## src/rtl/mips_regfile_scoreboard_if.sv

```systemverilog
// ---------------------------------------------------------------------------
// mips_regfile_scoreboard_if
// Bundles the issue (ID), write-back (WB) and status signals of the GPR
// scoreboard so the core and the scoreboard connect through one port.
//   master : ID/WB side. Drives issue_* and wb_*, receives operands, stall
//            and status.
//   slave  : the scoreboard itself.
// Signals
//   issue_valid/rs/rt/rd/wr : instruction presented by ID
//   issue_stall/issue_fire  : hazard hold / instruction accepted
//   rs_data/rt_data         : operands, with write-through bypass
//   wb_valid/wb_rd/wb_data  : write-back port
//   pending_mask/cnt        : outstanding-write scoreboard state
//   stall_cnt, wdog_err     : statistics and watchdog flag
// ---------------------------------------------------------------------------
interface mips_regfile_scoreboard_if #(
  parameter int DATA_W  = 32,
  parameter int NREGS   = 32,
  parameter int STALL_W = 16
);
  localparam int AW = $clog2(NREGS);

  logic              issue_valid;
  logic [AW-1:0]     issue_rs;
  logic [AW-1:0]     issue_rt;
  logic [AW-1:0]     issue_rd;
  logic              issue_wr;
  logic              issue_stall;
  logic              issue_fire;
  logic [DATA_W-1:0] rs_data;
  logic [DATA_W-1:0] rt_data;
  logic              wb_valid;
  logic [AW-1:0]     wb_rd;
  logic [DATA_W-1:0] wb_data;
  logic [NREGS-1:0]  pending_mask;
  logic [AW:0]       pending_cnt;
  logic [STALL_W-1:0] stall_cnt;
  logic              wdog_err;

  modport master (
    output issue_valid, issue_rs, issue_rt, issue_rd, issue_wr,
    output wb_valid, wb_rd, wb_data,
    input  issue_stall, issue_fire, rs_data, rt_data,
    input  pending_mask, pending_cnt, stall_cnt, wdog_err
  );

  modport slave (
    input  issue_valid, issue_rs, issue_rt, issue_rd, issue_wr,
    input  wb_valid, wb_rd, wb_data,
    output issue_stall, issue_fire, rs_data, rt_data,
    output pending_mask, pending_cnt, stall_cnt, wdog_err
  );
endinterface

```

## src/rtl/mips_regfile_scoreboard.sv

```systemverilog
// ---------------------------------------------------------------------------
// mips_regfile_scoreboard
// General-purpose register file with a write-pending scoreboard for the
// pipe_MIPS32 core. It sits between ID (operand read / issue) and WB, stalls
// ID on RAW and WAW hazards, bypasses same-cycle write-back data to the
// operand ports and keeps a saturating count of stalled cycles.
// Ports
//   clk1 : system clock, rising edge
//   rst  : synchronous active-high reset (clears registers and scoreboard)
//   sb   : mips_regfile_scoreboard_if.slave (issue, write-back and status)
// Optional feature
//   SB_WATCHDOG_EN : when defined, a per-register age counter flags
//                    (sticky wdog_err) any write left pending for WDOG_CYC
//                    cycles. When undefined no counters exist and wdog_err
//                    is tied low.
// ---------------------------------------------------------------------------
module mips_regfile_scoreboard #(
  parameter int DATA_W   = 32,
  parameter int NREGS    = 32,
  parameter int ZERO_REG = 1,
  parameter int STALL_W  = 16,
  parameter int WDOG_CYC = 64
) (
  input logic clk1,
  input logic rst,
  mips_regfile_scoreboard_if.slave sb
);
  localparam int AW = $clog2(NREGS);

  // Age counter type; sized to hold WDOG_CYC itself
  typedef logic [$clog2(WDOG_CYC+1)-1:0] wdogCnt_t;

  logic [DATA_W-1:0]  regFile_q [NREGS];
  logic [NREGS-1:0]   pendingMask_q, pendingMask_d;
  logic [AW:0]        pendingCnt_q, pendingCnt_d;
  logic [STALL_W-1:0] stallCnt_q, stallCnt_d;

  logic [NREGS-1:0]   wbHit;
  logic [NREGS-1:0]   effPending;
  logic [NREGS-1:0]   setVec;
  logic               stall;
  logic               fire;
  logic               rdIsZero;
  logic               wbIsZero;
  logic               rsBypass;
  logic               rtBypass;

  // Decode the write-back and issue destinations into one-hot vectors.
  // A write-back in this cycle releases the hazard on its register, so the
  // hazard check looks at the mask with that bit removed. A new producer
  // marks its destination pending; R0 never becomes pending when hard-wired.
  always_comb begin
    wbHit    = '0;
    setVec   = '0;
    rdIsZero = (ZERO_REG != 0) && (sb.issue_rd == '0);
    for (int r = 0; r < NREGS; r++) begin
      wbHit[r] = sb.wb_valid && (sb.wb_rd == AW'(r));
    end
    effPending = pendingMask_q & ~wbHit;
    stall = sb.issue_valid &&
            (effPending[sb.issue_rs] || effPending[sb.issue_rt] ||
             (sb.issue_wr && effPending[sb.issue_rd]));
    fire  = sb.issue_valid && !stall;
    for (int r = 0; r < NREGS; r++) begin
      setVec[r] = fire && sb.issue_wr && !rdIsZero && (sb.issue_rd == AW'(r));
    end
    // Set after clear: a same-cycle new producer keeps the bit pending
    pendingMask_d = (pendingMask_q & ~wbHit) | setVec;
  end

  // Pending count is the population count of the updated mask, so the
  // registered output follows the mask with the same one-cycle latency.
  always_comb begin
    pendingCnt_d = '0;
    for (int r = 0; r < NREGS; r++) begin
      pendingCnt_d = pendingCnt_d + {{AW{1'b0}}, pendingMask_d[r]};
    end
  end

  // Stalled-cycle counter sticks at all-ones instead of wrapping.
  always_comb begin
    stallCnt_d = stallCnt_q;
    if (stall && (stallCnt_q != '1)) begin
      stallCnt_d = stallCnt_q + 1'b1;
    end
  end

  // Operand read with write-through bypass; a write-back aimed at the
  // hard-wired R0 must not leak through the bypass path.
  always_comb begin
    wbIsZero = (ZERO_REG != 0) && (sb.wb_rd == '0);
    rsBypass = sb.wb_valid && (sb.wb_rd == sb.issue_rs) && !wbIsZero;
    rtBypass = sb.wb_valid && (sb.wb_rd == sb.issue_rt) && !wbIsZero;
    sb.rs_data = rsBypass ? sb.wb_data : regFile_q[sb.issue_rs];
    sb.rt_data = rtBypass ? sb.wb_data : regFile_q[sb.issue_rt];
  end

  // Register file and scoreboard state. Reset wins over any same-cycle
  // issue or write-back, dropping writes that are still in flight.
  always_ff @(posedge clk1) begin
    if (rst) begin
      for (int r = 0; r < NREGS; r++) begin
        regFile_q[r] <= '0;
      end
      pendingMask_q <= '0;
      pendingCnt_q  <= '0;
      stallCnt_q    <= '0;
    end else begin
      if (sb.wb_valid && !wbIsZero) begin
        regFile_q[sb.wb_rd] <= sb.wb_data;
      end
      pendingMask_q <= pendingMask_d;
      pendingCnt_q  <= pendingCnt_d;
      stallCnt_q    <= stallCnt_d;
    end
  end

`ifdef SB_WATCHDOG_EN
  wdogCnt_t wdogCnt_q [NREGS];
  logic     wdogErr_q;
  logic     wdogHit;

  // Any register whose age has reached the limit trips the watchdog.
  always_comb begin
    wdogHit = 1'b0;
    for (int r = 0; r < NREGS; r++) begin
      if (wdogCnt_q[r] == wdogCnt_t'(WDOG_CYC)) begin
        wdogHit = 1'b1;
      end
    end
  end

  // Per-register age: restarts at 0 whenever a new producer claims the
  // register, counts while the bit stays set, clears once it is released.
  // The flag is sticky until reset.
  always_ff @(posedge clk1) begin
    if (rst) begin
      for (int r = 0; r < NREGS; r++) begin
        wdogCnt_q[r] <= '0;
      end
      wdogErr_q <= 1'b0;
    end else begin
      for (int r = 0; r < NREGS; r++) begin
        if (setVec[r]) begin
          wdogCnt_q[r] <= '0;
        end else if (pendingMask_q[r] && pendingMask_d[r]) begin
          if (wdogCnt_q[r] != wdogCnt_t'(WDOG_CYC)) begin
            wdogCnt_q[r] <= wdogCnt_q[r] + 1'b1;
          end
        end else begin
          wdogCnt_q[r] <= '0;
        end
      end
      if (wdogHit) begin
        wdogErr_q <= 1'b1;
      end
    end
  end

  assign sb.wdog_err = wdogErr_q;
`else
  assign sb.wdog_err = 1'b0;
`endif

  assign sb.issue_stall  = stall;
  assign sb.issue_fire   = fire;
  assign sb.pending_mask = pendingMask_q;
  assign sb.pending_cnt  = pendingCnt_q;
  assign sb.stall_cnt    = stallCnt_q;

endmodule
```

## src/flat_wrapper.sv

```systemverilog
// flat-port wrapper written by rule: the top's interface ports become plain ports
module mips_regfile_scoreboard_flat 
#(
  parameter int DATA_W   = 32,
  parameter int NREGS    = 32,
  parameter int ZERO_REG = 1,
  parameter int STALL_W  = 16,
  parameter int WDOG_CYC = 64
)
  (clk1, rst, sb_issue_valid, sb_issue_rs, sb_issue_rt, sb_issue_rd, sb_issue_wr, sb_wb_valid, sb_wb_rd, sb_wb_data, sb_issue_stall, sb_issue_fire, sb_rs_data, sb_rt_data, sb_pending_mask, sb_pending_cnt, sb_stall_cnt, sb_wdog_err);
  mips_regfile_scoreboard_if #(.DATA_W(DATA_W), .NREGS(NREGS), .STALL_W(STALL_W)) sb_i ();
  input logic clk1;
  input logic rst;
  input wire logic [$bits(sb_i.issue_valid)-1:0] sb_issue_valid;
  input wire logic [$bits(sb_i.issue_rs)-1:0] sb_issue_rs;
  input wire logic [$bits(sb_i.issue_rt)-1:0] sb_issue_rt;
  input wire logic [$bits(sb_i.issue_rd)-1:0] sb_issue_rd;
  input wire logic [$bits(sb_i.issue_wr)-1:0] sb_issue_wr;
  input wire logic [$bits(sb_i.wb_valid)-1:0] sb_wb_valid;
  input wire logic [$bits(sb_i.wb_rd)-1:0] sb_wb_rd;
  input wire logic [$bits(sb_i.wb_data)-1:0] sb_wb_data;
  output wire logic [$bits(sb_i.issue_stall)-1:0] sb_issue_stall;
  output wire logic [$bits(sb_i.issue_fire)-1:0] sb_issue_fire;
  output wire logic [$bits(sb_i.rs_data)-1:0] sb_rs_data;
  output wire logic [$bits(sb_i.rt_data)-1:0] sb_rt_data;
  output wire logic [$bits(sb_i.pending_mask)-1:0] sb_pending_mask;
  output wire logic [$bits(sb_i.pending_cnt)-1:0] sb_pending_cnt;
  output wire logic [$bits(sb_i.stall_cnt)-1:0] sb_stall_cnt;
  output wire logic [$bits(sb_i.wdog_err)-1:0] sb_wdog_err;
  assign sb_i.issue_valid = sb_issue_valid;
  assign sb_i.issue_rs = sb_issue_rs;
  assign sb_i.issue_rt = sb_issue_rt;
  assign sb_i.issue_rd = sb_issue_rd;
  assign sb_i.issue_wr = sb_issue_wr;
  assign sb_i.wb_valid = sb_wb_valid;
  assign sb_i.wb_rd = sb_wb_rd;
  assign sb_i.wb_data = sb_wb_data;
  assign sb_issue_stall = sb_i.issue_stall;
  assign sb_issue_fire = sb_i.issue_fire;
  assign sb_rs_data = sb_i.rs_data;
  assign sb_rt_data = sb_i.rt_data;
  assign sb_pending_mask = sb_i.pending_mask;
  assign sb_pending_cnt = sb_i.pending_cnt;
  assign sb_stall_cnt = sb_i.stall_cnt;
  assign sb_wdog_err = sb_i.wdog_err;
  mips_regfile_scoreboard #(.DATA_W(DATA_W), .NREGS(NREGS), .ZERO_REG(ZERO_REG), .STALL_W(STALL_W), .WDOG_CYC(WDOG_CYC)) u_core (.clk1(clk1), .rst(rst), .sb(sb_i));
endmodule
```

## config.mk

```make
export PLATFORM = sky130hd
export DESIGN_NAME = mips_regfile_scoreboard_flat
export DESIGN_NICKNAME = d
export VERILOG_FILES = /design/src/rtl/mips_regfile_scoreboard_if.sv /design/src/rtl/mips_regfile_scoreboard.sv /design/src/flat_wrapper.sv
export SDC_FILE = /design/constraint.sdc
export NUM_CORES = 2
export LEC_CHECK = 0
export ABC_AREA = 0
export ABC_CLOCK_PERIOD_IN_PS = 13100
export CAP_MARGIN = 20
export CORE_MARGIN = 1
export CORE_UTILIZATION = 40
export DETAILED_ROUTE_END_ITERATION = 7
export GPL_ROUTABILITY_DRIVEN = 0
export GPL_TIMING_DRIVEN = 0
export MAX_ROUTING_LAYER = met4
export SKIP_LAST_GASP = 1
export SLEW_MARGIN = 20
export SYNTH_ARGS = -nofsm -noshare
export SYNTH_HDL_FRONTEND = slang
export SYNTH_SLANG_ARGS = --single-unit
```

## constraint.sdc

```tcl
create_clock -name clk1 -period 13.1 [get_ports clk1]
set_input_delay 1.965 -clock clk1 [delete_from_list [all_inputs] [get_ports clk1]]
set_output_delay 1.965 -clock clk1 [all_outputs]
set_load 0.005 [all_outputs]
```

# Word level (Yosys, flattened, before mapping)
# Memory sizes are Yosys's and may differ from the RTL's.
# Cells that the tools add are included.
word_totals:
  reg_bits: 54
  ramBits: 1024
  output_inout_bits: 121
  n_memories: 1
classes:
  add_sub_neg: 32
  magnitude_cmp: 3
  eq_ne: 65
  muxes: 16
  bitwise_logic: 3
  n_reduce_logical: 83
memory_table:
  columns: ["memory", "depth", "width", "rd", "rd_clocked_by_memory_dff", "wr", "line", "rtl"]
  rows:
  - ["u_core.regFile_q", 32, 32, 2, 0, 32, "mips_regfile_scoreboard.sv:33", "logic [DATA_W-1:0] regFile_q [NREGS];"]
ops:
  columns: ["op", "count"]
  rows:
  - ["adder 6 x 1 -> 6 bit", 30]
  - ["equality test 5 bit (second input constant)", 32]
  - ["2-to-1 mux 32 bit", 3]
  - ["equality test 5 x 4 -> 1 bit (second input constant)", 16]
  - ["logical AND 1 bit", 75]
  - ["equality test 5 x 3 -> 1 bit (second input constant)", 8]
  - ["bitwise AND 32 bit", 1]
  - ["NOT 32 bit", 1]
  - ["bitwise OR 32 bit", 1]
  - ["OR reduction 32 bit", 1]
  - ["equality test 5 x 2 -> 1 bit (second input constant)", 4]
  - ["< comparator 5 x 6 -> 1 bit (second input constant)", 3]
  - ["adder 16 x 1 -> 16 bit (second input constant)", 1]
  - ["!= test 16 bit (second input constant)", 1]
  - ["binary-select mux 1 bit (select 5 bit)", 3]
  - ["equality test 5 x 1 -> 1 bit (second input constant)", 2]
  - ["equality test 5 bit", 2]
  - ["zero test 5 bit", 2]
  - ["2-to-1 mux 1 bit", 9]
  - ["2-to-1 mux 5 bit", 1]
  - ["zero test 1 bit", 3]
  - ["adder 1 x 1 -> 2 bit", 1]
  - ["logical OR 1 bit", 2]

# Longest topological paths before layout
logic_depth:
  depth_word: 46
  mapped_depth: 29
  depth_no_buf: 25

# Worst setup path before layout
# Ideal clock, no wire load.
synth_timing:
  path_kind: "input-to-reg"
  startpoint: "input port sb_wb_rd[4]"
  endpoint: "register u_core.pendingCnt_q[4] (netlist: u_core.sb.pending_cnt[4])"
  arrival_time_ps: 8819
  required_ps: 12972
  setup_slack_ps: 4153
  stages: 26
  path_buffers: 3
  path_cell_list: "buf_2 > or4b_4 > o21a_1 > o31ai_1 > nor3_1 > or4_4 > nor4_4 > buf_4 > nand3_2 > buf_2 > o41ai_2 > ha_1 > inv_1 > fa_1 > fa_1 > fa_1 > fa_1 > fa_1 > fa_1 > fa_1 > fa_1 > inv_1 > a21o_1 > a21oi_1 > xor2_1 > nor2_1"
synth_via:
  elab_chain_len: 46
  elab_cells_between_ends: 144
  classes_between: "add/sub: 31; eq/ne: 31; mux: 6; bitwise: 3; reduce/logical: 73"
synth_rtl:
  columns: ["item", "line", "rtl"]
  rows:
  - ["start: declaration", "flat_wrapper.sv:20", "input wire logic [$bits(sb_i.wb_rd)-1:0] sb_wb_rd;"]
  - ["equality test 5 x 1 -> 1 bit (tied with other cells)", "mips_regfile_scoreboard.sv:57", "wbHit[r] = sb.wb_valid && (sb.wb_rd == AW'(r));"]
  - ["logical AND 1 bit", "mips_regfile_scoreboard.sv:57", null]
  - ["NOT 32 bit *", "mips_regfile_scoreboard.sv:59, mips_regfile_scoreboard.sv:68", null]
  - ["bitwise AND 32 bit *", "mips_regfile_scoreboard.sv:59, mips_regfile_scoreboard.sv:68", null]
  - ["binary-select mux 1 bit (select 5 bit) (on tied branches)", "mips_regfile_scoreboard.sv:61, mips_regfile_scoreboard.sv:62", null]
  - ["2-to-1 mux 1 bit (on tied branches)", "mips_regfile_scoreboard.sv:61, mips_regfile_scoreboard.sv:62", null]
  - ["logical OR 1 bit / logical AND 1 bit (equally long branches)", "mips_regfile_scoreboard.sv:61, mips_regfile_scoreboard.sv:62", null]
  - ["logical OR 1 bit", "mips_regfile_scoreboard.sv:61", "(effPending[sb.issue_rs] || effPending[sb.issue_rt] ||"]
  - ["logical AND 1 bit", "mips_regfile_scoreboard.sv:60", "stall = sb.issue_valid &&"]
  - ["zero test 1 bit", "mips_regfile_scoreboard.sv:63", "fire = sb.issue_valid && !stall;"]
  - ["logical AND 1 bit", "mips_regfile_scoreboard.sv:63", null]
  - ["logical AND 1 bit (3 in a row)", "mips_regfile_scoreboard.sv:65", "setVec[r] = fire && sb.issue_wr && !rdIsZero && (sb.issue_rd == AW'(r));"]
  - ["bitwise OR 32 bit *", "mips_regfile_scoreboard.sv:68", "pendingMask_d = (pendingMask_q & ~wbHit) | setVec;"]
  - ["via u_core.pendingMask_d[1]", "mips_regfile_scoreboard.sv:34", "logic [NREGS-1:0] pendingMask_q, pendingMask_d;"]
  - ["adder 1 x 1 -> 2 bit *", "mips_regfile_scoreboard.sv:76", "pendingCnt_d = pendingCnt_d + {{AW{1'b0}}, pendingMask_d[r]};"]
  - ["adder 6 x 1 -> 6 bit * (30 in a row)", "mips_regfile_scoreboard.sv:76", null]
  - ["end signal: assignment", "mips_regfile_scoreboard.sv:113", "pendingCnt_q <= pendingCnt_d;"]
  - ["end: declaration", "mips_regfile_scoreboard.sv:35", "logic [AW:0] pendingCnt_q, pendingCnt_d;"]
# Mark *: on every way through the listed nets, which the timed path passes. The rest lies on a longest branch. The select of a mux whose other input is x is not followed.
# A chain may end at the register's enable or synchronous reset.

# Worst setup path in the final report
layout_timing:
  startpoint: "input port sb_wb_rd[1]"
  endpoint: "register u_core.pendingCnt_q[4] (netlist: u_core.sb.pending_cnt[4])"
# Same word-level chain as after synthesis.

==> impl_results.html <==
<table>
<tr><th>Metric</th><th>Value</th></tr>
<tr><th colspan="2">Critical path</th></tr>
<tr><td>Logic depth of the worst path, buffers included</td><td>28</td></tr>
<tr><td>CP Launch Point</td><td>sb_wb_rd[1]</td></tr>
<tr><td>Critical path buffers and inverters</td><td>6</td></tr>
<tr><td>Arrival time reported for the critical path endpoint</td><td>10.91 ns</td></tr>
<tr><td>Class of the most critical setup path</td><td>in2reg</td></tr>
<tr><td>Capture point of the worst path</td><td>u_core.sb.pending_cnt[4]</td></tr>
<tr><td>Reg2Reg Depth</td><td>25</td></tr>
<tr><td>Terminus of the critical flop-to-flop path</td><td>u_core.sb.pending_cnt[4]</td></tr>
<tr><td>Internal reg-to-reg setup slack</td><td>5.31 ns</td></tr>
<tr><td>Startpoint type of the worst setup path</td><td>primary input</td></tr>
<tr><td>Largest fanout of any net on the critical path</td><td>10</td></tr>
<tr><td>Element type at the critical path end</td><td>flip-flop</td></tr>
<tr><td>Cell with the most instances on the worst path</td><td>fa_1</td></tr>
<tr><td>Startpoint of the lowest-slack register-to-register path</td><td>u_core.sb.pending_mask[15]</td></tr>
<tr><td>WP data required</td><td>13.73 ns</td></tr>
<tr><td>Delay of the slowest cell on the worst path</td><td>roughly 1.1 ns</td></tr>
<tr><td>Critical path's slowest cell</td><td>o21ai_0</td></tr>
<tr><td>Cell class contributing the biggest share of worst-path delay</td><td>adder cells</td></tr>
<tr><th colspan="2">Floorplan</th></tr>
<tr><td>Die area</td><td>about 150,000 um2</td></tr>
<tr><td>Count of pins on the block boundary</td><td>~180</td></tr>
<tr><td>Core Footprint</td><td>about 150,000 um2</td></tr>
<tr><td>Die Span Y</td><td>386 um</td></tr>
<tr><td>Starting utilization of the core area</td><td>0.404</td></tr>
<tr><td>Die span in x</td><td>386 um</td></tr>
<tr><td># rows</td><td>between 100 and 150</td></tr>
<tr><th colspan="2">Final layout</th></tr>
<tr><td>Share of cells above drive strength 1</td><td>0.232</td></tr>
<tr><td>Number of fill cells</td><td>12,600</td></tr>
<tr><td>Growth of design area from synthesis to finish</td><td>17.6%</td></tr>
<tr><td>Post-layout nets</td><td>4,361</td></tr>
<tr><th colspan="2">Synthesis</th></tr>
<tr><td>Unique cell type count in the Yosys netlist</td><td>78</td></tr>
<tr><td>Top_reg_cell synth</td><td>edfxtp_1</td></tr>
<tr><td>Count of mapped cells out of synthesis</td><td>3,868</td></tr>
<tr><td>Post-Synthesis Cell Area</td><td>59,100 um2</td></tr>
<tr><td>Count leader, synth</td><td>edfxtp_1</td></tr>
<tr><td>Most area-hungry cell type in the Yosys netlist</td><td>edfxtp_1</td></tr>
<tr><td>Syn. warnings</td><td>0</td></tr>
<tr><td>Yosys top cell area share</td><td>0.521</td></tr>
<tr><td>Commonest cells post-synth</td><td>1,024 x edfxtp_1, 993 x and2_1, 641 x mux4_2, 340 x clkbuf_1, 131 x o21ai_0</td></tr>
<tr><td>Share of synthesized area occupied by flip-flops and latches</td><td>0.539</td></tr>
<tr><td>Mean cell area of the mapped netlist</td><td>15.3 um2</td></tr>
<tr><td>Most area-consuming cells after synthesis</td><td>edfxtp_1 52%, mux4_2 24%, and2_1 11%, clkbuf_1 2.2%, dfxtp_1 1.8%</td></tr>
<tr><td>Async SR Flop Fraction</td><td>0</td></tr>
<tr><td>Number of synthesized flops with an enable pin</td><td>1,024</td></tr>
<tr><td>Flops &amp; latches, synth</td><td>1,078</td></tr>
<tr><th colspan="2">Clock network</th></tr>
<tr><td>Inserted Clock Buffers</td><td>118</td></tr>
<tr><td>CTS hold repair buffers</td><td>0</td></tr>
<tr><td>Clock slew at the register clock pins of the worst setup and hold paths</td><td>0.06 ns</td></tr>
<tr><td>Max clock buf depth</td><td>3</td></tr>
<tr><td>Htree depth</td><td>3</td></tr>
<tr><td>CTS tree</td><td>done</td></tr>
<tr><td>Total setup buffers inserted after CTS</td><td>0</td></tr>
<tr><td># clock sinks</td><td>1,078</td></tr>
<tr><td>Root buffer cell</td><td>clkbuf_16</td></tr>
<tr><td>Resize count post-CTS</td><td>0</td></tr>
<tr><td>Clk_lat worst skew</td><td>0.77 ns</td></tr>
<tr><th colspan="2">Drt</th></tr>
<tr><td>Vias</td><td>just over 40,000</td></tr>
<tr><td>Drt first pass iters</td><td>8</td></tr>
<tr><td>Number of vias per cell after detailed routing</td><td>6.45</td></tr>
<tr><td>Total wire length after detailed routing</td><td>228 mm</td></tr>
<tr><td>DRC viols</td><td>0</td></tr>
<tr><td>Remaining antenna violation count after routing</td><td>0</td></tr>
<tr><td>Detailed Route Iter0 Violations</td><td>a little under 7,000</td></tr>
<tr><td>Routed length per instance</td><td>36.2 um</td></tr>
<tr><th colspan="2">GRT</th></tr>
<tr><td>Total congestion overflow</td><td>0</td></tr>
<tr><td>First-pass GRT wire length</td><td>312 mm</td></tr>
<tr><td>Number of antenna violations at the first check in global routing</td><td>22</td></tr>
<tr><td>Pin count of the biggest net entering global routing</td><td>19</td></tr>
<tr><td>Global router's overall resource usage</td><td>0.315</td></tr>
<tr><td>Via count of the first global-routing pass</td><td>slightly below 40,000</td></tr>
<tr><th colspan="2">Worst hold path</th></tr>
<tr><td>Worst min-delay path class</td><td>reg2reg</td></tr>
<tr><td>Startpoint of the lowest-slack hold path</td><td>u_core.sb.stall_cnt[10]</td></tr>
<tr><th colspan="2">Place</th></tr>
<tr><td>Pre-CTS WS</td><td>about 2.2 ns</td></tr>
<tr><td>Final HPWL from detailed placement</td><td>approximately 160 mm</td></tr>
<tr><td>Port bufs</td><td>169</td></tr>
<tr><th colspan="2">Power</th></tr>
<tr><td>Leakage component of the power</td><td>23.2 nW</td></tr>
<tr><td>Max rail drop VDD</td><td>roughly 0.11 mV</td></tr>
<tr><td>PD cells</td><td>about 120 nW/um2</td></tr>
<tr><th colspan="2">Timing</th></tr>
<tr><td>Min cycle time layout</td><td>10.28 ns</td></tr>
<tr><td>Final-report hold violation count</td><td>0</td></tr>
<tr><td>PnR worst setup slack</td><td>2.82 ns</td></tr>
<tr><td>Unrepaired setup endpoints after global routing</td><td>no</td></tr>
<tr><td>Pin slew with the least headroom to its limit</td><td>roughly 1.3 ns</td></tr>
<tr><td>Final Skew</td><td>roughly 0.054 ns</td></tr>
<tr><td>Setup TNS Final</td><td>0 ns</td></tr>
<tr><td>Worst rel slew slack</td><td>0.120</td></tr>
<tr><td>Final-layout worst hold slack</td><td>about 0.51 ns</td></tr>
<tr><td>Max-slew violation total from the final report</td><td>0</td></tr>
<tr><td>Timing-limited maximum frequency</td><td>97.2 MHz</td></tr>
<tr><td>Share of the clock period used by the worst path after layout</td><td>0.785</td></tr>
<tr><td>Number of setup violations in the final report</td><td>0</td></tr>
<tr><th colspan="2">Run</th></tr>
<tr><td>Max-Cap Viols</td><td>0</td></tr>
<tr><th colspan="2">Outcome</th></tr>
<tr><td>Run status</td><td>finished, final reports clean</td></tr>
</table>
[worst min-delay path by stage]
stage	to	slack, ns	cells past startpoint
CTS	u_core.sb.stall_cnt[12]	0.50	2
floorplan	u_core.sb.stall_cnt[12]	0.48	2
detailed placement	u_core.sb.stall_cnt[12]	0.49	2
global route	u_core.sb.stall_cnt[13]	0.53	2
finish	u_core.sb.stall_cnt[10]	0.51	2
global placement	u_core.sb.stall_cnt[10]	0.49	2
[cell usage in the layout, fill, tap and decap left out, drive strengths merged, types with 64 or more instances in the layout]
master and n:
mux2i 75, mux4 641, and2 993, clkbuf 496, clkdlybuf4s50 169, buf 152, nand2 97, o21ai 138
edfxtp 1024, clkinv 64
[flip-flops by register name (all words and copies together), names as in the netlist]
signal / flops
u_core.regFile_q: 1024
u_core.sb.pending_mask: 32
u_core.sb.stall_cnt: 16
u_core.sb.pending_cnt: 6
[through the flow]
step	instance area [um2]	utilization	instances	power, mW
after floorplan	59200	-	3900	4.74
after global placement	63300	0.433	5986	5.31
after detailed placement	65500	0.449	6060	5.37
after CTS	69300	0.474	6281	8.63
after global routing	69500	0.475	6305	8.84
final	69500	0.476	6315	8.68
[cells by family after synthesis]
| group | Yosys count | synth area share |
|---|---|---|
| other cells | 1 | 0.0000635 |
| buf+inv | 455 | 0.0295 |
| compound gates | 266 | 0.0285 |
| xor+xnor | 15 | 0.00222 |
| mux | 728 | 0.259 |
| simple gates | 1292 | 0.131 |
| flops | 1078 | 0.539 |
| fa+ha+maj | 33 | 0.0100 |
[power breakdown]
group / switching [mW] / internal [mW]
Combinational: 0.744 / 0.575
Clock: 1.49 / 1.83
Sequential: 0.0880 / 3.95
[metal layers]
metal | global-route usage | wire length [um] | share of wire | vias up
met4 | 0.134 | 11500 | 0.050 | 0
met2 | 0.467 | 103000 | 0.45 | 3178
met5 | - | 0 | 0 | -
li1 | - | - | - | 15800
met1 | 0.398 | 82900 | 0.36 | 21100
met3 | 0.0991 | 30900 | 0.14 | 631
[cell type report]
type                       count  area [um2]  area share
antenna                       26        65.1    0.000936
buffer                       421        1690      0.0243
multi-input combinational   2367       26000       0.374
clock inverter                76         692     0.00996
sequential                  1078       31800       0.458
clock buffer                 145        3050      0.0440
inverter                      34         128     0.00184
tap                         1917        2400      0.0345
timing repair buffer         251        3640      0.0524
[worst register-to-register path, stage by stage (launching register included)]
cell      delay (ns)
dfxtp_1         0.47
o21ai_0         0.38
a31oi_1         0.27
a21boi_0        0.21
nor4_1          0.08
o31ai_1         0.87
nor4_4          0.16
buf_4           0.24
nand3_2         0.08
buf_2           0.28
o41ai_2         0.12
ha_1            0.30
inv_1           0.04
fa_1            0.49
fa_1            0.43
fa_1            0.51
fa_1            0.43
fa_1            0.52
fa_1            0.43
fa_1            0.43
fa_1            0.47
inv_1           0.07
a21o_1          0.11
a21oi_1         0.07
xor2_1          0.14
nor2_1          0.05
(Power assumes the default switching activity.)
